--- config.mk ---
export PLATFORM = sky130hd
export DESIGN_NAME = uart_receiver
export DESIGN_NICKNAME = d
export VERILOG_FILES = /design/src/rtl/uart_receiver.sv
export SDC_FILE = /design/constraint.sdc
export NUM_CORES = 1
export LEC_CHECK = 0
export ABC_AREA = 1
export CAP_MARGIN = 5
export CORE_ASPECT_RATIO = 0.6
export CORE_MARGIN = 2
export CORE_UTILIZATION = 45
export DETAILED_ROUTE_END_ITERATION = 16
export PLACE_DENSITY = 0.65
export SLEW_MARGIN = 5
export SYNTH_ARGS = -nofsm -noshare
export SYNTH_HDL_FRONTEND = slang
export SYNTH_SLANG_ARGS = --single-unit
--- constraint.sdc ---
create_clock -name clk -period 2 [get_ports clk]
set_clock_uncertainty 0.1 [all_clocks]
set_input_delay 0.3 -clock clk [delete_from_list [all_inputs] [get_ports clk]]
set_output_delay 0.3 -clock clk [all_outputs]
set_load 0.1 [all_outputs]
--- src/rtl/uart_receiver.sv ---
// uart_receiver: oversampling receiver for 7-bit frames (start, 7 data LSB first, parity, stop).
module uart_receiver #(
    parameter int OVERSAMPLE = 16,
    parameter bit PARITY_ODD = 1'b0
) (
    input  logic       clk,
    input  logic       rst,
    input  logic       sample_tick,
    input  logic       rxd,
    output logic [6:0] data_out,
    output logic       data_valid,
    output logic       parity_err,
    output logic       frame_err,
    output logic       busy
);
    localparam int CW = $clog2(OVERSAMPLE);
    localparam logic [CW-1:0] MID  = CW'(OVERSAMPLE / 2 - 1);
    localparam logic [CW-1:0] LAST = CW'(OVERSAMPLE - 1);

    typedef enum logic [2:0] {IDLE, START, DATA, PARITY, STOP, WAIT_IDLE} state_t;

    state_t        state, state_n;
    logic          rx_meta, rxs;
    logic [CW-1:0] cnt, cnt_n;
    logic [2:0]    bidx, bidx_n;
    logic [6:0]    shreg, shreg_n;
    logic          par, par_n;
    logic          done;

    assign busy = state != IDLE;

    always_ff @(posedge clk or posedge rst) begin
        if (rst) begin
            rx_meta    <= 1'b1;
            rxs        <= 1'b1;
            state      <= IDLE;
            cnt        <= '0;
            bidx       <= '0;
            shreg      <= '0;
            par        <= 1'b0;
            data_out   <= '0;
            data_valid <= 1'b0;
            parity_err <= 1'b0;
            frame_err  <= 1'b0;
        end else begin
            rx_meta    <= rxd;
            rxs        <= rx_meta;
            state      <= state_n;
            cnt        <= cnt_n;
            bidx       <= bidx_n;
            shreg      <= shreg_n;
            par        <= par_n;
            data_valid <= done;
            if (done) begin
                data_out   <= shreg;
                parity_err <= (^shreg ^ par) != PARITY_ODD;
                frame_err  <= ~rxs;
            end
        end
    end

    // Everything below only moves on a sample tick; mid-bit sampling happens at the counter wrap.
    always_comb begin
        state_n = state;
        cnt_n   = cnt;
        bidx_n  = bidx;
        shreg_n = shreg;
        par_n   = par;
        done    = 1'b0;
        if (sample_tick) begin
            case (state)
                IDLE: begin
                    if (!rxs) begin
                        state_n = START;
                        cnt_n   = '0;
                    end
                end
                START: begin
                    cnt_n = cnt + CW'(1);
                    if (cnt == MID) begin
                        state_n = rxs ? IDLE : DATA;
                        cnt_n   = '0;
                        bidx_n  = '0;
                    end
                end
                DATA: begin
                    cnt_n = cnt + CW'(1);
                    if (cnt == LAST) begin
                        shreg_n = {rxs, shreg[6:1]};
                        cnt_n   = '0;
                        bidx_n  = bidx + 3'd1;
                        state_n = (bidx == 3'd6) ? PARITY : DATA;
                    end
                end
                PARITY: begin
                    cnt_n = cnt + CW'(1);
                    if (cnt == LAST) begin
                        par_n   = rxs;
                        cnt_n   = '0;
                        state_n = STOP;
                    end
                end
                STOP: begin
                    cnt_n = cnt + CW'(1);
                    if (cnt == LAST) begin
                        done    = 1'b1;
                        cnt_n   = '0;
                        state_n = rxs ? IDLE : WAIT_IDLE;
                    end
                end
                WAIT_IDLE: state_n = rxs ? IDLE : WAIT_IDLE;
                default:   state_n = IDLE;
            endcase
        end
    end
endmodule

==> metrics <==
share of the synthesized area in the top cell type=45.6%; Clk pin slew, worst setup/hold paths=0.06 ns; RSZ-0062 raised after global routing=no; Worst setup startpoint=cnt[0]$_DFFE_PP0P_; Setup Crit Path Kind=flip-flop to flip-flop; CTS root buffer=clkbuf_8; post-synthesis sequential area ratio=49.1%; setup violators final=0; Synth Instances=194; WP buf/inv=2; Sequential Area=753 µm²; H-tree levels=2; Synth Area per Inst=7.91 µm²; ANT cells=0; die span in x=79.4 µm; Ports=15; crit path DAT=1.69 ns; drt initial violations=59; largest net degree at the start of global routing=31; post-route ant nets=0; Core Util, Final=55.4%; synth unique cells=19; drt pass-1 iters=4; CTS Buffer Depth=2; Die ar.=3910 µm²; CTS Sinks=30; Fmax=610 MHz; initial antenna violation count=0; RR Endpoint=data_out[0]$_DFFE_PP0P_; Die Span Y=49.2 µm; area leader, netlist=dfrtp_1; drt drc=0; VDD IR max=0.000542 V; final worst path period share=81.9%; CP max stage delay=0.41 ns; global-route wire length before repair=5220 µm; Max Slew Vio Count=0; crit path cell chain=ha_1 > nand2_2 > nor2_4 > inv_2 > nor3_4 > inv_2 > nand2_1 > o21ai_2; Core Rows=16; WHS=0.264 ns; post-route setup slack=0.361 ns; Area contributors post-synth=dfrtp_1 46%, nand2_1 16%, o21ai_0 6.5%; Critical Path End=data_out[0]$_DFFE_PP0P_; cts hold-fix bufs=0; Post-CTS Resized=0; Max-slew headroom=74.8%; Reg2Reg Setup Slack=0.36 ns; Critical-path top delay cell=dfrtp_1; total global-route track usage=17.9%; Worst path most repeated cell=inv_2; multi-input logic area=661 µm²; startpoint types=flip-flop; maxcap violations=0; vias in the first global route=1165; CTS buffer count=5; Pleak=0.912 nW; worst hold path type=flip-flop to flip-flop; Setup Fix Bufs, Post-CTS=0; synthesis-stage register bit count=30; overall power=1.92 mW; Slew @ Worst Pin=0.379 ns; Initial Util=47.0%; WL/cell=11.6 µm; power per standard cell area=1060 nW/µm²; Synth Cell Area=1540 µm²; Register-to-Register Path Depth=8; Critical R2R Launch=cnt[0]$_DFFE_PP0P_; fin nets=222; routed via count=1269; Worst path depth=8; Final Hold Fails=0; fill count=305; Worst Setup End Kind=flip-flop; worst path required time=2.06 ns; Critical Path Fanout Max=17; clk_lat worst skew=0.28 ns; Final TNS setup=0 ns; share of cells above drive strength 1=19.0%; pre-CTS setup slack=0.250 ns; status=completed; area grow syn2layout=17.7%; Top delay family on crit path=simple AND/OR/NAND/NOR gates; aggregate global routing overflow=0; routability cong.=0.814; Final min period=1.64 ns; port buffer count=14; Synth Net Count=201; synthesis warning total=0; Final Routed Wirelength=3040 µm; CTS tree=done; vias per cell=4.86; Core Area=3260 µm²; post-DP HPWL=2270 µm
## synthesized netlist by cell type
library cell and instances:
nand4_1 3, nand3_1 11, dfrtp_1 28, o22ai_1 1, nor2_4 2, nand2_1 67, inv_2 2, o21ai_2 8
inv_1 26, buf_2 1, ha_1 3, nor3_4 1, buf_6 1, dfstp_2 2, nor2_2 2, o21ai_0 20
nor2_1 12, nand2_2 3, or2_2 1
## registers in the layout (all words and copies together), names as in the netlist
| signal | count |
|---|---|
| data_out | 7 |
| shreg | 7 |
| cnt | 4 |
| bidx | 3 |
| state | 3 |
| data_valid | 1 |
| frame_err | 1 |
| par | 1 |
| parity_err | 1 |
| rx_meta | 1 |
| rxs | 1 |
## cells in the final DEF, fill, tap and decap left out, drive strengths merged
| cell type | n |
|---|---|
| inv | 28 |
| nand4 | 3 |
| nand2 | 70 |
| dfstp | 2 |
| dfrtp | 28 |
| ha | 3 |
| o21ai | 28 |
| clkinv | 1 |
| nor2 | 16 |
| or2 | 1 |
| nor3 | 1 |
| clkdlybuf4s50 | 3 |
| o22ai | 1 |
| nand3 | 11 |
| clkbuf | 7 |
| buf | 13 |
## how the worst min path moves through the flow
stage                     depth (start not counted)                 to               from  slack [ns]
after global routing                              0      rxs$_DFF_PP1_  rx_meta$_DFF_PP1_        0.28
after CTS                                         0      rxs$_DFF_PP1_  rx_meta$_DFF_PP1_        0.27
after global placement                            0      rxs$_DFF_PP1_  rx_meta$_DFF_PP1_        0.25
after floorplan                                   0  rx_meta$_DFF_PP1_                rxd        0.20
final                                             0      rxs$_DFF_PP1_  rx_meta$_DFF_PP1_        0.26
after detailed placement                          0      rxs$_DFF_PP1_  rx_meta$_DFF_PP1_        0.26
## metrics by stage
stage	cells	area, µm²
after global placement	253	1720
after global routing	261	1810
final	261	1810
after CTS	261	1810
after detailed placement	253	1720
after floorplan	194	1540
## cell type report
type,instances,share of cell area (%)
Clock buffer,7,4.78
Clock inverter,1,0.277
Inverter,28,5.82
Multi-Input combinational cell,134,36.6
Sequential cell,30,41.7
Tap cell,45,3.12
Timing Repair Buffer,16,7.76
## where the power goes
group / total, mW / switching [mW] / internal (mW)
logic: 0.666 / 0.468 / 0.198
clock network: 0.496 / 0.219 / 0.277
registers: 0.757 / 0.0808 / 0.676
total: 1.92 / 0.768 / 1.15
## routing by layer
layer  up-vias  GRT usage [%]  wire, µm
met4         0           7.76        46
met3         5           5.56       193
li1        646              -         -
met5         -              0         0
met1       581           24.1      1550
met2        37           26.8      1250
## kinds of logic (layout without fill, tap and decap cells)
kind of cell	Yosys count	count (layout)	share of synthesized area, %
simple gates	102	102	29.1
buf+inv	30	52	7.91
fa+ha+maj	3	3	2.45
flops	30	30	49.1
compound gates	29	29	11.5
Note: power is estimated with default switching activity, not from simulation.
